## config.mk

```make
export PLATFORM = sky130hd
export DESIGN_NAME = mac_result_packer
export DESIGN_NICKNAME = d
export VERILOG_FILES = /design/src/rtl/mac_result_packer_pkg.sv /design/src/rtl/mac_out_fifo.sv /design/src/rtl/mac_result_packer.sv
export SDC_FILE = /design/constraint.sdc
export NUM_CORES = 1
export LEC_CHECK = 0
export ABC_AREA = 1
export BUFFER_PORTS_ARGS = -buffer_cell sky130_fd_sc_hd__clkbuf_2
export CAP_MARGIN = 20
export CORE_MARGIN = 5
export CORE_UTILIZATION = 55
export CTS_CLUSTER_SIZE = 24
export DETAILED_ROUTE_END_ITERATION = 8
export GPL_TIMING_DRIVEN = 0
export PLACE_DENSITY = 0.77
export SLEW_MARGIN = 15
export SYNTH_ARGS = -nofsm -noshare
export SYNTH_HDL_FRONTEND = slang
export SYNTH_SLANG_ARGS = --single-unit
```

## constraint.sdc

```tcl
create_clock -name clk -period 4.1 [get_ports clk]
set_clock_uncertainty 0.1 [all_clocks]
set_input_delay 0.41 -clock clk [delete_from_list [all_inputs] [get_ports clk]]
set_output_delay 0.41 -clock clk [all_outputs]
set_load 0.02 [all_outputs]
```

## src/rtl/mac_result_packer_pkg.sv

```systemverilog
// Shared MAC definitions: lane geometry per mode and the layout of one
// packed output word as it is stored in the output FIFO.
package mac_result_packer_pkg;

  localparam int INT8_W     = 8;
  localparam int FP16_W     = 16;
  localparam int WORD_W     = 32;
  localparam int INT8_LANES = 4;
  localparam int FP16_LANES = 2;
  localparam int LANES_W    = 3;

  // One FIFO entry: packed lanes, lane format and number of filled lanes.
  typedef struct packed {
    logic [WORD_W-1:0]  data;
    logic               fp;
    logic [LANES_W-1:0] lanes;
  } word_entry_t;

  localparam int ENTRY_W = $bits(word_entry_t);

  // Number of lanes that completes a word in the given mode.
  function automatic logic [LANES_W-1:0] lanes_per_word(input logic fp);
    return fp ? LANES_W'(FP16_LANES) : LANES_W'(INT8_LANES);
  endfunction

endpackage

```

## src/rtl/mac_out_fifo.sv

```systemverilog
// First-word-fall-through FIFO for packed result words. A write into a
// full FIFO is refused unless a read happens in the same cycle; the refusal
// is reported on drop so the owner can flag the lost word.
module mac_out_fifo #(
  parameter int DEPTH = 4,
  parameter int WIDTH = 36
) (
  input  logic             clk,
  input  logic             rst_n,
  input  logic             push,
  input  logic [WIDTH-1:0] push_data,
  input  logic             pop,
  output logic [WIDTH-1:0] head,
  output logic             empty,
  output logic             full,
  output logic             drop
);

  localparam int PTR_W = (DEPTH > 1) ? $clog2(DEPTH) : 1;
  localparam int CNT_W = $clog2(DEPTH + 1);

  logic [WIDTH-1:0] mem [DEPTH];
  logic [PTR_W-1:0] wr_ptr;
  logic [PTR_W-1:0] rd_ptr;
  logic [CNT_W-1:0] count;
  logic             do_pop;
  logic             do_push;

  assign empty   = (count == '0);
  assign full    = (count == CNT_W'(DEPTH));
  assign do_pop  = pop && !empty;
  assign do_push = push && (!full || do_pop);
  assign drop    = push && full && !do_pop;
  assign head    = mem[rd_ptr];

  // Pointer and occupancy bookkeeping; pointers wrap naturally at DEPTH.
  always_ff @(posedge clk or negedge rst_n) begin
    if (!rst_n) begin
      wr_ptr <= '0;
      rd_ptr <= '0;
      count  <= '0;
    end else begin
      if (do_push) wr_ptr <= wr_ptr + PTR_W'(1);
      if (do_pop)  rd_ptr <= rd_ptr + PTR_W'(1);
      case ({do_push, do_pop})
        2'b10:   count <= count + CNT_W'(1);
        2'b01:   count <= count - CNT_W'(1);
        default: count <= count;
      endcase
    end
  end

  // Entry storage.
  // NOTE: storage is deliberately not reset; validity comes only from count,
  // and leaving the array out of reset lets it map onto plain RAM/flops.
  always_ff @(posedge clk) begin
    if (do_push) mem[wr_ptr] <= push_data;
  end

endmodule

```

## src/rtl/mac_result_packer.sv

```systemverilog
// Collects MAC results into 32-bit words: four int8 lanes or two fp16
// lanes per word. Issues are delayed by LAT cycles to line up with the MAC
// result buses, packed in arrival order and queued in an output FIFO.
module mac_result_packer
  import mac_result_packer_pkg::*;
#(
  parameter int LAT   = 3,
  parameter int DEPTH = 4
) (
  input  logic                clk,
  input  logic                rst_n,
  input  logic                issue_valid,
  input  logic                issue_fp,
  input  logic [INT8_W-1:0]   result_int8,
  input  logic [FP16_W-1:0]   result_fp16,
  input  logic                flush,
  output logic                out_valid,
  input  logic                out_ready,
  output logic [WORD_W-1:0]   out_data,
  output logic                out_fp,
  output logic [LANES_W-1:0]  out_lanes,
  output logic                ovf
);

  logic [LAT-1:0]     dly_valid;
  logic [LAT-1:0]     dly_fp;
  logic               cap_valid;
  logic               cap_fp;

  logic [WORD_W-1:0]  part_data;
  logic               part_fp;
  logic [LANES_W-1:0] part_lanes;
  logic               flush_pend;

  logic [WORD_W-1:0]  nxt_data;
  logic               nxt_fp;
  logic [LANES_W-1:0] nxt_lanes;
  logic               nxt_pend;
  logic [WORD_W-1:0]  fill_data;
  logic [LANES_W-1:0] fill_lanes;
  logic               close_req;
  logic               push;
  word_entry_t        push_word;

  word_entry_t        head_word;
  logic               fifo_empty;
  logic               fifo_full;
  logic               fifo_drop;

  assign cap_valid = dly_valid[LAT-1];
  assign cap_fp    = dly_fp[LAT-1];

  // Issue delay line: the last stage marks the cycle the MAC result is valid.
  // NOTE: non-blocking assignments make every stage take its neighbour's old
  // value, so the loop order cannot collapse the shift register.
  always_ff @(posedge clk or negedge rst_n) begin
    if (!rst_n) begin
      dly_valid <= '0;
      dly_fp    <= '0;
    end else begin
      dly_valid[0] <= issue_valid;
      dly_fp[0]    <= issue_fp;
      for (int i = 1; i < LAT; i++) begin
        dly_valid[i] <= dly_valid[i-1];
        dly_fp[i]    <= dly_fp[i-1];
      end
    end
  end

  // Packer next state: place the captured lane, decide whether a word closes.
  // A mode change closes the old word and parks the new element; a flush
  // arriving in that same cycle is carried one cycle so it closes the new
  // element next, keeping pushes to one per cycle.
  always_comb begin
    // NOTE: every output of this block gets a default first so that no path
    // leaves a value unassigned and no latch is inferred.
    nxt_data   = part_data;
    nxt_fp     = part_fp;
    nxt_lanes  = part_lanes;
    nxt_pend   = 1'b0;
    fill_data  = part_data;
    fill_lanes = part_lanes + LANES_W'(1);
    close_req  = flush | flush_pend;
    push       = 1'b0;
    push_word  = '{data: part_data, fp: part_fp, lanes: part_lanes};

    if (cap_valid) begin
      if ((part_lanes != '0) && (cap_fp != part_fp)) begin
        push      = 1'b1;
        nxt_data  = cap_fp ? WORD_W'(result_fp16) : WORD_W'(result_int8);
        nxt_fp    = cap_fp;
        nxt_lanes = LANES_W'(1);
        nxt_pend  = close_req;
      end else begin
        if (cap_fp) fill_data[{part_lanes[0], 4'b0000} +: FP16_W] = result_fp16;
        else        fill_data[{part_lanes[1:0], 3'b000} +: INT8_W] = result_int8;
        if ((fill_lanes == lanes_per_word(cap_fp)) || close_req) begin
          push      = 1'b1;
          push_word = '{data: fill_data, fp: cap_fp, lanes: fill_lanes};
          nxt_data  = '0;
          nxt_fp    = 1'b0;
          nxt_lanes = '0;
        end else begin
          nxt_data  = fill_data;
          nxt_fp    = cap_fp;
          nxt_lanes = fill_lanes;
        end
      end
    end else if (close_req && (part_lanes != '0)) begin
      push      = 1'b1;
      nxt_data  = '0;
      nxt_fp    = 1'b0;
      nxt_lanes = '0;
    end
  end

  // Partial word registers.
  always_ff @(posedge clk or negedge rst_n) begin
    if (!rst_n) begin
      part_data  <= '0;
      part_fp    <= 1'b0;
      part_lanes <= '0;
      flush_pend <= 1'b0;
    end else begin
      part_data  <= nxt_data;
      part_fp    <= nxt_fp;
      part_lanes <= nxt_lanes;
      flush_pend <= nxt_pend;
    end
  end

  mac_out_fifo #(
    .DEPTH (DEPTH),
    .WIDTH (ENTRY_W)
  ) u_fifo (
    .clk       (clk),
    .rst_n     (rst_n),
    .push      (push),
    .push_data (push_word),
    .pop       (out_ready),
    .head      (head_word),
    .empty     (fifo_empty),
    .full      (fifo_full),
    .drop      (fifo_drop)
  );

  // Sticky overflow: any refused word latches it until reset.
  always_ff @(posedge clk or negedge rst_n) begin
    if (!rst_n) ovf <= 1'b0;
    else if (fifo_drop) ovf <= 1'b1;
  end

  // The head is masked while empty so reset and idle show an all-zero word.
  assign out_valid = !fifo_empty;
  assign out_data  = out_valid ? head_word.data  : '0;
  assign out_fp    = out_valid ? head_word.fp    : 1'b0;
  assign out_lanes = out_valid ? head_word.lanes : '0;

endmodule
```

Word-level counts from Yosys, hierarchy flattened
Memory sizes are Yosys's and may differ from the RTL's. Cells that the tools add are included. W data, S select, Z words.

Eq/ne operators: 5. Mux-type cells: 32. Add/sub/neg operators: 7. Reduce and logical (&&, ||, !) cells: 15. Bitwise gates (word level): 1. Shift-type cells: 4.

Operator list (number): $mux W32 (6); $mux W36 (3); $bwmux W32 (2); $shift A16 B7 Y32 const A (1); $shift A8 B7 Y32 const A (1); $shiftx A16 B7 Y32 (1); $shiftx A8 B7 Y32 (1); $mux W3 (6); $mux W16 (1); $neg A5 Y7 (2); $mux W1 (13); $add A3 B1 Y3 const B (2); $logic_and A1 B1 Y1 (6); $pmux W3 S2 (1); $add A2 B1 Y2 const B (2); $reduce_bool A2 Y1 (2); $eq A3 B3 Y1 (1); $eq A3 B3 Y1 const B (1); $logic_not A1 Y1 (3); $logic_not A3 Y1 (1); $reduce_bool A3 Y1 (1); $sub A3 B1 Y3 const B (1); $eq A2 B1 Y1 const B (1); $eq A2 B2 Y1 const B (1); 3 further kinds (4).

Input bits: 30. Memories kept: 1. Word-level logic and storage cells: 75. Output and inout bits: 38. Register bits: 51. RAM bits: 144.

Memories: u_fifo.mem (words 4, width 36, read ports 1, clocked after Yosys merged registers in 0, write ports 1, RTL line mac_out_fifo.sv:22) `logic [WIDTH-1:0] mem [DEPTH];`.

Depth between registers and ports, before layout
Word-level depth: 9. Gate-level depth with buffers: 18. Mapped depth without buffers: 16.

By module
From an unflattened synthesis, not the netlist that was laid out.

Cells, all modules: 1110. Area total of the unflattened synthesis: 9918.3 um^2.

By module, submodules not included: mac_out_fifo (cells each 449, area each 5881.9 um^2, sequential area each 4499.3 um^2, times used 1); mac_result_packer (cells each 661, area each 4036.4 um^2, sequential area each 1101.1 um^2, times used 1).

Worst setup path after synthesis
No wires, ideal clock.

Path type: flip-flop to flip-flop. From: register part_lanes[0]. To: memory u_fifo.mem[0][0], enable pin. Period minus slack after synthesis: 4.123 ns. Setup time: 0.429 ns. Cell stages (with the launch flop): 13. Arrival: 3.594 ns. Path slack: -0.023 ns. Data required time: 3.571 ns. Path through: dfrtp_1 -> buf_4 -> clkinv_1 -> buf_2 -> ha_1 -> inv_2 -> nand2_1 -> nand3_1 -> nand3_2 -> nand3_4 -> buf_6 -> nand3_2 -> nor2_1.

Word-level cells in the longest chain between the ends: 9. Elaborated cells on any way between the ends: 13.

Ends and longest elaborated chain: from (decl) (RTL line mac_result_packer.sv:32) `logic [LANES_W-1:0] part_lanes;`; from (signal assigned) (RTL line mac_result_packer.sv:127) `part_lanes <= nxt_lanes;`; $add A3 B1 Y3 (RTL line mac_result_packer.sv:82) `fill_lanes = part_lanes + LANES_W'(1);`; $eq A3 B3 Y1 (RTL line mac_result_packer.sv:97) `if ((fill_lanes == lanes_per_word(cap_fp)) || close_req) begin`; $logic_or A1 B1 Y1 (RTL line mac_result_packer.sv:97); $mux W1 (RTL line mac_result_packer.sv:97); $mux W1 (RTL line mac_result_packer.sv:88) `if ((part_lanes != '0) && (cap_fp != part_fp)) begin`; $mux W1 (*) (RTL line mac_result_packer.sv:87) `if (cap_valid) begin`; $logic_and A1 B1 Y1 (*) (RTL line mac_out_fifo.sv:32) `assign do_push = push && (!full || do_pop);`; $mux W1 (*) (RTL line mac_out_fifo.sv:57) `if (do_push) mem[wr_ptr] <= push_data;`; $mux W1 (implied by the code) (*) (RTL line mac_out_fifo.sv:57); to (decl) (RTL line mac_out_fifo.sv:22).

Every way passes the cells marked *; elsewhere a longest branch is shown, timed or not.

Worst setup path in the final report
From: register part_lanes[0]. To: memory u_fifo.mem[0][32], enable pin.

Same word-level chain as after synthesis.

==> results.md <==
* Status: finished clean
* # nets final at approximately 1.1k
* Total GRT Usage at 0.266
* Fin. Hold Viols at 0
* Routed Antenna Nets at 0
* Routed wl met2 at 11900 microns
* DRC at 0
* Final core occ at 0.647
* Share of the synthesized area in the top cell type at 0.458
* Starting Density at 0.565
* Vias per cell at 5.90
* Most frequent cells in the layout: nor2_1 (167), nand2_1 (157), o21ai_0 (149)
* Top_reg_cell synth: edfxtp_1
* Worst Tran Pin Value at just under 1 ns
* Chip height at around 140 microns
* Met1 WL at between 10000 and 15000 microns
* Postcts setup bufs at 0
* DRT iter0 DRCs at 900
* Worst Path Max Fanout at 20
* Cell count after synthesis at 1005
* Register area share after synthesis at 0.594
* Synth warn at 0
* Final Cycle Share at 0.918
* Die Area at ~20000 sq um
* GRT overflow at 0
* Synthesized area at 9430 sq um
* VDD IR max at 0.408 mV
* Number of H-tree levels at 4
* Proportion of layout cells with a drive suffix above 1 at 0.133
* Max Cap Violations at 0
* Max Fclk at 266 MHz
* TritonCTS clock tree: done
* Total I/O pin count at 68
* # setup viols final at 0
* Power Density at 820 nW/um^2
* Initial DRT Pass Iterations at 6
* Setup WS post-layout at around 0.34 ns
* Largest net degree at the start of global routing at 52
* Synthesized Nets at 1047
* CORE AREA at 16700 sq um
* R2R Setup Slk at 0.34 ns
* Relative slew slack at 0.347
* Critical path class: register to register
* PortBufs at 67
* Rows at 47
* Die width at 141 microns
* Setup TNS at 0 ns
* Initial antenna violation count at 0
* Synth area leaders: edfxtp_1 (46%), dfrtp_1 (14%), o21ai_0 (7.9%)
* Most common cell after layout, fill and taps aside: nor2_1
* CTS Buffer Depth at 2
* RSZ-0062 raised after global routing: false
* Final Critical Period at between 3 and 4 ns
* N_diodes at 0
* Final WL at roughly 26000 microns
* Setup crit end kind: register
* Num CTS Buffers at 17
* Routed via count at approximately 7.9k
* Met3 routed WL at 2480 microns
* Routed len/inst at 19.3 microns
* CP required at slightly above 4 ns
* Startpoint types: register
* First-pass GRT wire length at 40800 microns
* FF+latch count, synth at 195
* Clock slew at reported path FFs at 0.07 ns
* Yosys cell types at 34
* WP data arrival at 3.80 ns
* Post-synth EDFFs at 144
* Clock Sinks at 195
* Area growth syn-to-layout at 14.5%
* Hold WC Path Type: input pin to register
* GPL Wtd Cong at 0.987
* Cell taking the most area after synthesis: edfxtp_1
* CTS Root Cell: clkbuf_16
* Lkg Pwr at approximately 4.2 nW
* Number of global-route vias before repair at 7577
* Async set-or-reset flop fraction in the synthesized netlist at 0.262
* Clock Latency Late Sink at 0.44 ns
* DP Wirelength at 17700 microns
* Pwr Total at 8.86 mW
* Dpl ws at 0.359 ns
* Syn_area_per_cell at approximately 9.4 sq um
* Top layer in use: met4
* Slew Viols, Final at 0
-- sequential cells by signal, indices dropped and copies added, names as in the netlist, 2 cells and up --
register and flops:
dly_fp 3, dly_valid 3, part_data 32, part_lanes 3
u_fifo.count 3, u_fifo.mem 144, u_fifo.rd_ptr 2, u_fifo.wr_ptr 2
-- report_power, final --
group          leakage (nW)  switching [mW]  internal [mW]
Combinational          1.90            2.90           1.13
Clock                 0.298           0.756          0.942
Sequential             2.01           0.220           2.91
-- cell families (layout without fill, tap and decap cells) --
logic type | count (synthesis) | after routing | share of synthesized area
AO/OA/AOI/OAI | 318 | 318 | 0.173
XOR/XNOR | 4 | 4 | 0.00371
AND/OR/NAND/NOR | 358 | 358 | 0.157
flip-flops | 195 | 195 | 0.594
buffers and inverters | 118 | 224 | 0.0556
adder cells (fa/ha/maj) | 12 | 12 | 0.0167
-- metal layers --
metal | track usage | vias to the layer above
li1 | - | 3641
met1 | 0.368 | 3703
met2 | 0.415 | 438
met3 | 0.0559 | 68
met4 | 0.102 | 0
met5 | 0 | -
-- cells in the mapped netlist, types with 7 or more instances --
cell type and n:
o21ai_0 149, a22oi_1 7, clkbuf_1 29, buf_1 8, nand3_1 15, nand2_1 157
dfrtp_1 51, buf_2 9, ha_1 11, edfxtp_1 144, a21oi_1 131, inv_1 51
nor2_1 171, o21ai_1 16, o22ai_1 10
-- critical path, cell delays in order (launching register included) --
cell and delay, ns:
dfrtp_1 0.41, buf_4 0.20, clkinv_1 0.23, buf_2 0.30, ha_1 0.42, inv_2 0.16, nand2_1 0.08, nand3_1 0.09
nand3_2 0.10, nand3_4 0.09, buf_6 0.15, nand3_2 0.25, nor2_4 0.58, buf_16 0.25
-- worst paths after layout --
| check | startpoint | to | cells past startpoint |
|---|---|---|---|
| worst min register to register | dly_fp[1] | dly_fp[2] | 0 |
| worst min-delay path | flush | flush_pend | 3 |
| worst max register to register | part_lanes[0] | u_fifo.mem[0][32] | 13 |
| max in group asynchronous | rst_n | part_data[7] | 2 |
| min in group asynchronous | rst_n | u_fifo.count[1] | 2 |
| worst max-delay path | part_lanes[0] | u_fifo.mem[0][32] | 13 |
-- area by class of cell --
class	instances	area, sq um
repair buffers	74	455
plain buffers	56	282
fillers	1315	5900
clock inverters	10	110
clock buffers	22	497
multi-input cells	692	3340
flip-flops and latches	195	5600
inverters	62	243
well taps	220	275
-- repair_timing --
action	in CTS	in global routing
hold buffers	3	0
gates resized for setup	0	0
endpoints found under the hold margin	53	0
-- through the flow --
| step | hold WS, ns | cells | cell area, sq um |
|---|---|---|---|
| floorplan | 0.0144 | 1005 | 9430 |
| global placement | 0.233 | 1292 | 10000 |
| detailed placement | 0.236 | 1296 | 10200 |
| CTS | 0.187 | 1331 | 10800 |
| global route | 0.226 | 1331 | 10800 |
| finish | 0.195 | 1331 | 10800 |
Note: power is estimated with default switching activity, not from simulation.
